### src/rtl/udc_pkg.sv
// udc_pkg: shared types and constants for the updown_counter_p slice.
//   state_t     : counter FSM states
//   mode_t      : CTRL[2:1] count modes
//   ADDR_*      : {a1,a0} register map
//   CTRL_*      : CTRL bit positions
//   STAT_*      : STATUS bit positions
package udc_pkg;

  typedef enum logic [1:0] {
    IDLE  = 2'd0,
    COUNT = 2'd1,
    DONE  = 2'd2
  } state_t;

  typedef enum logic [1:0] {
    ONESHOT = 2'd0,
    RELOAD  = 2'd1,
    FREERUN = 2'd2,
    RSVD    = 2'd3
  } mode_t;

  localparam logic [1:0] ADDR_LOAD   = 2'd0;
  localparam logic [1:0] ADDR_CTRL   = 2'd1;
  localparam logic [1:0] ADDR_LIMIT  = 2'd2;
  localparam logic [1:0] ADDR_STATUS = 2'd3;

  localparam int CTRL_DIR     = 0;
  localparam int CTRL_MODE_LO = 1;
  localparam int CTRL_MODE_HI = 2;
  localparam int CTRL_PAUSE   = 3;
  localparam int CTRL_BITS    = 4;

  localparam int STAT_ERR  = 0;
  localparam int STAT_BUSY = 1;
  localparam int STAT_DONE = 2;

  // A start is only honoured in one of the three defined modes.
  function automatic logic mode_is_valid(mode_t m);
    return (m != RSVD);
  endfunction

endpackage

### src/rtl/udc_regif.sv
// udc_regif: bus decode, LOAD/CTRL/LIMIT registers, registered readback
// and the sticky error flag.
//   clk, reset        : clock, async active-high reset
//   din, ncs/nrd/nwr  : CPU bus (active-low strobes), a1/a0 address
//   busy, done        : FSM status for STATUS readback
//   start_err         : one-cycle request from the FSM to set err
//   dout, err         : registered read data, sticky error flag
//   load, limit       : current LOAD / LIMIT register values
//   limit_nxt         : LIMIT value after this edge
//   dir_cfg, mode_cfg : CTRL direction and mode fields
//   pause, pause_nxt  : CTRL pause now / after this edge
module udc_regif
  import udc_pkg::*;
#(
  parameter int               WIDTH     = 8,
  parameter logic [WIDTH-1:0] RST_LIMIT = {WIDTH{1'b1}}
) (
  input  logic             clk,
  input  logic             reset,
  input  logic [WIDTH-1:0] din,
  input  logic             ncs,
  input  logic             nrd,
  input  logic             nwr,
  input  logic             a0,
  input  logic             a1,
  input  logic             busy,
  input  logic             done,
  input  logic             start_err,
  output logic [WIDTH-1:0] dout,
  output logic             err,
  output logic [WIDTH-1:0] load,
  output logic [WIDTH-1:0] limit,
  output logic [WIDTH-1:0] limit_nxt,
  output logic             dir_cfg,
  output logic [1:0]       mode_cfg,
  output logic             pause,
  output logic             pause_nxt
);

  // Internal width wide enough for both the bus and the 4-bit CTRL field.
  localparam int XW = (WIDTH > CTRL_BITS) ? WIDTH : CTRL_BITS;
  localparam logic [XW-1:0] CTRL_MASK = XW'(4'hF);

  logic [WIDTH-1:0] load_q, load_d;
  logic [WIDTH-1:0] limit_q, limit_d;
  logic [XW-1:0]    ctrl_q, ctrl_d;
  logic [WIDTH-1:0] dout_q, dout_d;
  logic             err_q, err_d;
  logic [XW-1:0]    rd_x;
  logic [1:0]       addr;
  logic             wr_en, rd_en, clash;

  assign addr  = {a1, a0};
  assign wr_en = ~ncs & ~nwr & nrd;
  assign rd_en = ~ncs & ~nrd & nwr;
  // Both strobes low is an illegal cycle: no access, flag it.
  assign clash = ~ncs & ~nrd & ~nwr;

  // Register writes, readback mux and err set/clear.
  always_comb begin
    load_d  = load_q;
    limit_d = limit_q;
    ctrl_d  = ctrl_q;
    dout_d  = dout_q;
    err_d   = err_q;
    rd_x    = '0;

    if (wr_en) begin
      case (addr)
        ADDR_LOAD:  load_d  = din;
        // Upper CTRL bits are never stored, so they always read back 0.
        ADDR_CTRL:  ctrl_d  = XW'(din) & CTRL_MASK;
        ADDR_LIMIT: limit_d = din;
        default:    load_d  = load_q;   // STATUS is read-only
      endcase
    end else begin
      load_d = load_q;
    end

    case (addr)
      ADDR_LOAD:  rd_x = XW'(load_q);
      ADDR_CTRL:  rd_x = ctrl_q;
      ADDR_LIMIT: rd_x = XW'(limit_q);
      default: begin
        rd_x[STAT_ERR]  = err_q;
        rd_x[STAT_BUSY] = busy;
        rd_x[STAT_DONE] = done;
      end
    endcase

    if (rd_en) begin
      dout_d = rd_x[WIDTH-1:0];
    end else begin
      dout_d = dout_q;
    end

    // dout captures the old err; a new error in the same edge wins over the clear.
    if (clash || start_err) begin
      err_d = 1'b1;
    end else if (rd_en && (addr == ADDR_STATUS)) begin
      err_d = 1'b0;
    end else begin
      err_d = err_q;
    end
  end

  // Register state.
  always_ff @(posedge clk or posedge reset) begin
    if (reset) begin
      load_q  <= '0;
      limit_q <= RST_LIMIT;
      ctrl_q  <= '0;
      dout_q  <= '0;
      err_q   <= 1'b0;
    end else begin
      load_q  <= load_d;
      limit_q <= limit_d;
      ctrl_q  <= ctrl_d;
      dout_q  <= dout_d;
      err_q   <= err_d;
    end
  end

  assign dout      = dout_q;
  assign err       = err_q;
  assign load      = load_q;
  assign limit     = limit_q;
  assign limit_nxt = limit_d;
  assign dir_cfg   = ctrl_q[CTRL_DIR];
  assign mode_cfg  = ctrl_q[CTRL_MODE_HI:CTRL_MODE_LO];
  assign pause     = ctrl_q[CTRL_PAUSE];
  assign pause_nxt = ctrl_d[CTRL_PAUSE];

endmodule

### src/rtl/updown_counter_p.sv
// updown_counter_p: parametrised up/down counter with a CPU register interface.
//   clk, reset          : clock, async active-high reset
//   din, dout           : bus write data / registered read data
//   ncs, nrd, nwr       : active-low chip select, read and write strobes
//   a0, a1              : register address
//   start               : count request, rising edge detected
//   cout, dir, err, ec  : count value, active direction, sticky error, end-count pulse
module updown_counter_p
  import udc_pkg::*;
#(
  parameter int               WIDTH     = 8,
  parameter logic [WIDTH-1:0] RST_LIMIT = {WIDTH{1'b1}}
) (
  input  logic             clk,
  input  logic             reset,
  input  logic [WIDTH-1:0] din,
  output logic [WIDTH-1:0] dout,
  input  logic             ncs,
  input  logic             nrd,
  input  logic             nwr,
  input  logic             a0,
  input  logic             a1,
  input  logic             start,
  output logic [WIDTH-1:0] cout,
  output logic             dir,
  output logic             err,
  output logic             ec
);

  state_t           state_q, state_d;
  mode_t            mode_q, mode_d, mode_sel;
  logic [WIDTH-1:0] cout_q, cout_d, step;
  logic             dir_q, dir_d;
  logic             ec_q, ec_d;
  logic             start_q, start_d;
  logic [WIDTH-1:0] load, limit, limit_nxt;
  logic [1:0]       mode_cfg;
  logic             dir_cfg, pause, pause_nxt;
  logic             start_edge, can_try, range_bad, start_ok, start_err;

  udc_regif #(
    .WIDTH    (WIDTH),
    .RST_LIMIT(RST_LIMIT)
  ) u_regif (
    .clk      (clk),
    .reset    (reset),
    .din      (din),
    .ncs      (ncs),
    .nrd      (nrd),
    .nwr      (nwr),
    .a0       (a0),
    .a1       (a1),
    .busy     (state_q == COUNT),
    .done     (state_q == DONE),
    .start_err(start_err),
    .dout     (dout),
    .err      (err),
    .load     (load),
    .limit    (limit),
    .limit_nxt(limit_nxt),
    .dir_cfg  (dir_cfg),
    .mode_cfg (mode_cfg),
    .pause    (pause),
    .pause_nxt(pause_nxt)
  );

  // Terminal value: LIMIT/0 normally, all-ones/0 in free-run.
  function automatic logic is_term(logic [WIDTH-1:0] cnt, logic [WIDTH-1:0] lim,
                                   logic up, mode_t m);
    logic [WIDTH-1:0] tgt;
    if (m == FREERUN) begin
      tgt = up ? {WIDTH{1'b1}} : {WIDTH{1'b0}};
    end else begin
      tgt = up ? lim : {WIDTH{1'b0}};
    end
    return (cnt == tgt);
  endfunction

  assign mode_sel   = mode_t'(mode_cfg);
  assign start_edge = start & ~start_q;
  assign can_try    = start_edge & (state_q != COUNT);
  // Counting up from above LIMIT could never reach the terminal value.
  assign range_bad  = dir_cfg & (mode_sel != FREERUN) & (load > limit);
  assign start_ok   = can_try & mode_is_valid(mode_sel) & ~range_bad;
  assign start_err  = can_try & (~mode_is_valid(mode_sel) | range_bad);
  assign step       = dir_q ? (cout_q + WIDTH'(1'b1)) : (cout_q - WIDTH'(1'b1));

  // Next-state, count datapath and end-count look-ahead.
  always_comb begin
    state_d = state_q;
    cout_d  = cout_q;
    dir_d   = dir_q;
    mode_d  = mode_q;
    start_d = start;

    case (state_q)
      IDLE, DONE: begin
        if (start_ok) begin
          state_d = COUNT;
          cout_d  = load;
          dir_d   = dir_cfg;
          mode_d  = mode_sel;
        end else begin
          state_d = state_q;
        end
      end
      COUNT: begin
        if (pause) begin
          cout_d = cout_q;
        end else if (is_term(cout_q, limit, dir_q, mode_q)) begin
          case (mode_q)
            ONESHOT: state_d = DONE;
            RELOAD:  cout_d  = load;
            FREERUN: cout_d  = step;
            default: state_d = DONE;
          endcase
        end else begin
          cout_d = step;
        end
      end
      default: state_d = IDLE;
    endcase

    // ec is registered, so it is computed from the values the next cycle will
    // hold; it is then high exactly in the cycle that performs the terminal update.
    ec_d = (state_d == COUNT) && !pause_nxt && is_term(cout_d, limit_nxt, dir_d, mode_d);
  end

  // FSM and counter state.
  always_ff @(posedge clk or posedge reset) begin
    if (reset) begin
      state_q <= IDLE;
      mode_q  <= ONESHOT;
      cout_q  <= '0;
      dir_q   <= 1'b0;
      ec_q    <= 1'b0;
      start_q <= 1'b0;
    end else begin
      state_q <= state_d;
      mode_q  <= mode_d;
      cout_q  <= cout_d;
      dir_q   <= dir_d;
      ec_q    <= ec_d;
      start_q <= start_d;
    end
  end

  assign cout = cout_q;
  assign dir  = dir_q;
  assign ec   = ec_q;

endmodule

### config.mk
export PLATFORM = sky130hd
export DESIGN_NAME = updown_counter_p
export DESIGN_NICKNAME = d
export VERILOG_FILES = /design/src/rtl/udc_pkg.sv /design/src/rtl/udc_regif.sv /design/src/rtl/updown_counter_p.sv
export SDC_FILE = /design/constraint.sdc
export NUM_CORES = 1
export LEC_CHECK = 0
export CORE_ASPECT_RATIO = 0.6
export CORE_MARGIN = 1.5
export CORE_UTILIZATION = 40
export DETAILED_ROUTE_END_ITERATION = 12
export HOLD_SLACK_MARGIN = 0.1
export PLACE_DENSITY_LB_ADDON = 0.15
export SYNTH_ARGS = -nofsm -noshare
export SYNTH_HDL_FRONTEND = slang
export SYNTH_HIERARCHICAL = 1
export SYNTH_SLANG_ARGS = --single-unit
### constraint.sdc
create_clock -name clk -period 6.8 [get_ports clk]
set_input_delay 0.68 -clock clk [delete_from_list [all_inputs] [get_ports clk]]
set_output_delay 0.68 -clock clk [all_outputs]
set_load 0.05 [all_outputs]
### After elaboration in Yosys (flattened, before gate mapping)

Index checks and enable logic that the tools add are counted.

| storage, ports and cells | value |
|---|---|
| register bits after elaboration | 44 |
| bits in latches | 0 |
| bits in writable memories | 0 |
| bits in read-only memories | 0 |
| output and inout bits | 19 |
| logic and storage cells | 91 |
| memories kept | 0 |

| cells by class | value |
|---|---|
| add/subtract/negate cells | 2 |
| multipliers | 0 |
| div/mod/pow operators | 0 |
| magnitude comparators | 1 |
| equal/unequal tests | 14 |
| shift-type cells | 0 |
| mux-type cells | 31 |
| bitwise logic cells | 19 |
| reductions and logical operators | 12 |

Operators with widths:

| operator | number |
|---|---|
| $mux W8 | 14 |
| $pmux W8 S2 | 2 |
| $eq A8 B8 Y1 | 2 |
| $pmux W5 S3 | 1 |
| $and A1 B1 Y1 | 12 |
| $mux W2 | 6 |
| $eq A2 B2 Y1 const B | 5 |
| $pmux W3 S3 | 1 |
| $add A8 B1 Y8 const B | 1 |
| $eq A2 B1 Y1 const B | 4 |
| $gt A8 B8 Y1 | 1 |
| $mux W4 | 2 |
| $sub A8 B1 Y8 const B | 1 |
| $not A1 Y1 | 6 |
| $logic_not A2 Y1 | 2 |
| $mux W1 | 4 |
| $ne A2 B2 Y1 const B | 2 |
| $pmux W2 S2 | 1 |
| $reduce_and A2 Y1 | 2 |
| $reduce_or A2 Y1 | 2 |
| $logic_and A1 B1 Y1 | 3 |
| $ne A2 B1 Y1 const B | 1 |
| $reduce_bool A2 Y1 | 1 |
| $logic_not A1 Y1 | 1 |
| 2 further kinds | 2 |

### Logic depth before layout (Yosys ltp)

| depth | value |
|---|---|
| depth after elaboration | 11 |
| depth in mapped cells | 13 |
| depth with buffers taken out | 12 |

### Hierarchy

Netlist, hierarchy kept.

Modules (own cells, without submodules):

| module | instances | cells an instance | area an instance (sq um) |
|---|---|---|---|
| updown_counter_p | 1 | 230 | 1,918.1 |
| udc_regif | 1 | 85 | 1,331.3 |

### Worst setup path after synthesis

No wires, ideal clock.

| timing | value |
|---|---|
| kind | flip-flop to flip-flop |
| from | register dir_q, in the netlist dir |
| to | register ec_q, in the netlist ec |
| setup time | 0.111 ns |
| data arrival time | 3.360 ns |
| required time | 6.689 ns |
| path slack | 3.329 ns |
| cell stages (with the launch flop) | 13 |
| period minus slack after synthesis | 3.471 ns |
| cell sequence | dfrtp_1 > buf_2 > inv_1 > fa_1 > a21o_1 > a21oi_1 > o21bai_1 > a21oi_1 > xnor2_1 > a222oi_1 > a21oi_1 > or4_1 > a2111oi_2 |

| on the way | value |
|---|---|
| longest elaborated chain between the ends | 11 |
| elaborated cells between the ends (all ways) | 23 |
| classes of those cells | 3 x eq/ne; 18 x mux; 2 x reduce/logical |

Ends and longest elaborated chain:

| what | line | text |
|---|---|---|
| start, declared | updown_counter_p.sv:33 | `logic dir_q, dir_d;` |
| start signal, assigned | updown_counter_p.sv:142 | `dir_q <= dir_d;` |
| $mux W8 (on tied branches) | updown_counter_p.sv:74, updown_counter_p.sv:72 |  |
| $mux W8 | updown_counter_p.sv:71 | `if (m == FREERUN) begin` |
| $mux W8 | updown_counter_p.sv:108 | `if (pause) begin` |
| $mux W8 | updown_counter_p.sv:96 | `case (state_q)` |
| $eq A8 B8 Y1 | updown_counter_p.sv:76 | `return (cnt == tgt);` |
| $mux W2 | updown_counter_p.sv:110 | `end else if (is_term(cout_q, limit, dir_q, mode_q)) begin` |
| $mux W2 | updown_counter_p.sv:108 |  |
| $pmux W2 S2 | updown_counter_p.sv:96 |  |
| $eq A2 B1 Y1 | updown_counter_p.sv:126 | `ec_d = (state_d == COUNT) && !pause_nxt && is_term(cout_d, limit_nxt, dir_d, mode_d);` |
| $logic_and A1 B1 Y1 | updown_counter_p.sv:126 |  |
| $logic_and A1 B1 Y1 (*) | updown_counter_p.sv:126 |  |
| via ec_d | updown_counter_p.sv:34 | `logic ec_q, ec_d;` |
| end signal, assigned | updown_counter_p.sv:136 | `ec_q <= 1'b0;` |
| end signal, assigned | updown_counter_p.sv:143 | `ec_q <= ec_d;` |
| end, declared | updown_counter_p.sv:34 |  |

The timed path passes the listed nets; every way through them passes the cells marked *. The select of a mux whose other input is x is not followed.
A chain may end at the register's enable or synchronous reset.

### Final worst setup path

| timing | value |
|---|---|
| from | register mode_q[0] |
| to | register ec_q, in the netlist ec |

| on the way | value |
|---|---|
| elaborated cells between the ends (all ways) | 23 |
| classes of those cells | 6 x eq/ne; 14 x mux; 3 x reduce/logical |

RTL lines:

| what | line | text |
|---|---|---|
| start, declared | updown_counter_p.sv:31 | `mode_t mode_q, mode_d, mode_sel;` |
| start signal, assigned | updown_counter_p.sv:140 | `mode_q <= mode_d;` |
| $eq A2 B2 Y1 | updown_counter_p.sv:71, updown_counter_p.sv:111 |  |
| $mux W8 | updown_counter_p.sv:71 |  |
| $mux W8 | updown_counter_p.sv:108 |  |
| $mux W8 | updown_counter_p.sv:96 |  |
| $eq A8 B8 Y1 | updown_counter_p.sv:76 |  |
| $mux W8 (*) | updown_counter_p.sv:110 |  |
| $mux W8 (*) | updown_counter_p.sv:108 |  |
| $pmux W8 S2 (*) | updown_counter_p.sv:96 |  |
| via cout_d[4] | updown_counter_p.sv:32 | `logic [WIDTH-1:0] cout_q, cout_d, step;` |
| $eq A8 B8 Y1 (*) | updown_counter_p.sv:76 |  |
| $logic_and A1 B1 Y1 (*) | updown_counter_p.sv:126 |  |
| via ec_d | updown_counter_p.sv:34 |  |

Marks and branches as above.

==> run_results.csv <==
group,metric,value,unit
layout,fin_nets,379,
critical_path,criticalPathCategory,"flop to flop",
cts,cts_resized,0,
logic_synthesis,netlist_instances,315,
pwr,pwr-share-comb,61.7,%
critical_path,crit_fanout,15,
logic_synthesis,synth_top_family_by_area,"compound AO/OA/AOI/OAI gates",
sta,setup_ws,2.93,ns
die,core-area,7880,um^2
drt,dr.pass1.iters,4,
drt,route.met2.wl,3320,um
global_route,grt_pass1_wl,14500,um
logic_synthesis,synth_adder_area_share,6.78,%
pwr,total_leakage_power,1.60,nW
logic_synthesis,ys_seq_elements,44,
critical_path,worstPathRequired,6.98,ns
layout,layout_common_cells,"36 x dfrtp_1, 34 x clkdlybuf4s50_1, 24 x inv_1",
pwr,vdd_ir_drop_max,0.000202,V
outcome,status,"finished clean",
pwr,switching_share,49.1,%
logic_synthesis,synth.net_count,348,
sta,slew_viol_final,0,
cts,cts.path.max_buffers,2,
pwr,powerDensity,512,nW/um^2
global_route,grt_pass1_vias,2599,
die,die_x,119,um
pwr,clkPwrFrac,12.6,%
critical_path,critPathCaptureType,"flop",
logic_synthesis,synth-edff-count,0,
drt,dr.max_layer_used,"met4",
cts,cts_htree_levels,2,
critical_path,start_kind,"flop",
cts,numCtsBuffers,5,
drt,vias,2679,
layout,utilization,48.4,%
logic_synthesis,synth_cell_types,79,
cts,cts_root_buf,"clkbuf_16",
global_route,grt-ovfl-total,0,
place,dp_cells,447,
sta,finalHoldViolCount,0,
sta,rsz0062_at_grt,"no",
logic_synthesis,synth-seq-area-share,34.2,%
global_route,grt_antenna_before_repair,0,
place,portBuffers,34,
logic_synthesis,synth_ff_type,"dfrtp_1",
cts,cts_tree,"done",
logic_synthesis,ys_warn_count,6,
cts,cts.sinks,44,
logic_synthesis,syn-cell-area,3250,um^2
die,pin_count,35,
place,post-place-ws,2.87,ns
layout,fillCellCount,751,
layout,areaGrowthSynthToFinish,17.4,%
hold_path,min_path_type,"flop to flop",
logic_synthesis,postSynth.asyncResetShare,100,%
cts,insertion_delay,0.30,ns
sta,setup_tns,0,ns
cts,clk_pin_slew_worst_paths,0.06,ns
logic_synthesis,synth_xor_area_share,1.62,%
logic_synthesis,synthMuxAreaShare,16.7,%
sta,setup_viol,0,
drt,met3_length,434,um
sta,period_needed,3.87,ns
cts,cts_setup_buffers,0,
sta,maxSlewHeadroom,52.9,%
sta,worstMarginPinSlew,0.702,ns
drt,wl_met1,4850,um
place,place_congestion,0.926,
global_route,grtUsageTotal,22.2,%
die,dieArea,8690,um^2
sta,hold_slack,0.482,ns
drt,drcViolationCount,0,
logic_synthesis,synth_compound_area_share,18.9,%
die,die_height,72.8,um
logic_synthesis,synth_simple_gate_area_share,17.1,%
layout,drive_gt1_share,17.0,%
layout,final_common_cell,"dfrtp_1",
place,hpwl,6720,um
sta,period_share,56.9,%
die,core.rowCount,25,
global_route,grt_max_degree,30,
layout,antenna_cells,0,
sta,finalClockSkew,0.00797,ns
drt,avgRoutedWirePerCell,19.2,um
critical_path,cp.arrival,4.05,ns
drt,antenna_left,0,
sta,max_freq,0.259,GHz
pwr,netSwitchingPower,0.958,mW
critical_path,reg2reg_slack,2.93,ns
flow_run,max-cap-violations,0,
die,start_util,41.2,%
drt,via_per_inst,5.89,
drt,drt_wl_total,8730,um
layout,final_cells,455,
pwr,share_seq_of_total_power,25.8,%
cts,hold_buffers,0,
logic_synthesis,syn_area_per_cell,10.3,um^2
drt,drtIter0Drc,179,
pwr,p_int,0.995,mW
per-layer routing:
| metal | up-vias | GRT usage, % |
|---|---|---|
| li1 | 1266 | - |
| met1 | 1332 | 34.6 |
| met2 | 71 | 30.1 |
| met3 | 10 | 4.84 |
| met4 | 0 | 7.28 |
| met5 | - | 0 |
Yosys cell counts, types with 2 or more instances:
| master | n | area share, % |
|---|---|---|
| a211o_1 | 2 | 0.54 |
| a21o_1 | 3 | 0.69 |
| a21oi_1 | 14 | 2.2 |
| a221o_1 | 2 | 0.62 |
| a222oi_1 | 2 | 0.62 |
| a22oi_1 | 2 | 0.46 |
| a41oi_1 | 3 | 0.81 |
| and2_1 | 2 | 0.38 |
| and3_1 | 2 | 0.38 |
| and3b_1 | 2 | 0.54 |
| and4_1 | 2 | 0.54 |
| buf_2 | 5 | 0.77 |
| buf_6 | 2 | 0.69 |
| clkbuf_1 | 3 | 0.35 |
| dfrtp_1 | 36 | 28 |
| dfstp_2 | 8 | 6.5 |
| ha_1 | 16 | 6.2 |
| inv_1 | 24 | 2.8 |
| mux2_2 | 20 | 6.9 |
| mux2_4 | 8 | 3.7 |
| mux2i_1 | 13 | 4.0 |
| mux4_2 | 3 | 2.1 |
| nand2_1 | 23 | 2.7 |
| nand2b_1 | 5 | 0.96 |
| nand3_1 | 9 | 1.4 |
| nand3b_1 | 3 | 0.69 |
| nor2_1 | 12 | 1.4 |
| nor2b_1 | 7 | 1.3 |
| nor3_1 | 4 | 0.62 |
| nor3b_1 | 2 | 0.46 |
| nor4bb_1 | 4 | 1.2 |
| o211ai_1 | 4 | 0.92 |
| o21ai_0 | 9 | 1.4 |
| o221ai_1 | 2 | 0.54 |
| o2bb2ai_1 | 2 | 0.54 |
| o31ai_1 | 7 | 1.6 |
| or3_1 | 2 | 0.38 |
| xnor2_1 | 4 | 1.1 |
| xor2_1 | 2 | 0.54 |
cell families after synthesis:
kind of cell / Yosys count
simple gates: 92
compound gates: 77
fa+ha+maj: 17
flops: 44
mux: 44
xor+xnor: 6
buf+inv: 35
power groups by stage:
stage                     sequential, mW  clock [mW]  combinational (mW)
final                              0.503       0.245                1.20
after floorplan                    0.581           0               0.778
after global routing               0.521       0.260                1.32
after global placement             0.507           0                1.18
after detailed placement           0.507           0                1.18
after CTS                          0.502       0.255                1.19
critical path, stage by stage, from the launching register on:
cell       delay, ns
dfrtp_1         0.39
inv_1           0.06
ha_1            0.39
o31a_1          0.37
o32a_1          0.30
a32oi_2         0.39
nand3_1         0.23
o21ai_2         0.34
a221o_1         0.33
o221ai_1        0.16
or4_1           0.52
a2111oi_2       0.29
cell type report:
cell class	count	area (um^2)	area share, %
multi-input combinational	236	1980	52.0
sequential	44	1110	29.1
inverter	24	90.1	2.36
tap	108	135	3.54
clock buffer	8	146	3.84
timing repair buffer	35	348	9.12
stage by stage:
step           cell area, um^2  total power [mW]
6_report                  3810              1.95
5_1_grt                   3810              2.10
4_1_cts                   3810              1.95
3_5_place_dp              3670              1.69
3_3_place_gp              3670              1.69
2_1_floorplan             3250              1.36
final timing paths:
kind                                      start                end  cells past startpoint
min in group asynchronous                 reset  u_regif/ctrl_q[3]                      3
worst max register to register        mode_q[0]                 ec                     11
max in group asynchronous                 reset            cout[2]                      2
worst min register to register  u_regif/dout[4]    u_regif/dout[4]                      2
worst min-delay path            u_regif/dout[4]    u_regif/dout[4]                      2
worst max-delay path                  mode_q[0]                 ec                     11
registers in the layout (all words and copies together), names as in the netlist:
name / cells
cout: 8
dir: 1
ec: 1
mode_q: 2
start_q: 1
state_q: 2
u_regif/ctrl_q: 4
u_regif/dout: 8
u_regif/err: 1
u_regif/limit: 8
u_regif/load: 8
No activity file was read; power rests on OpenSTA's default activity.
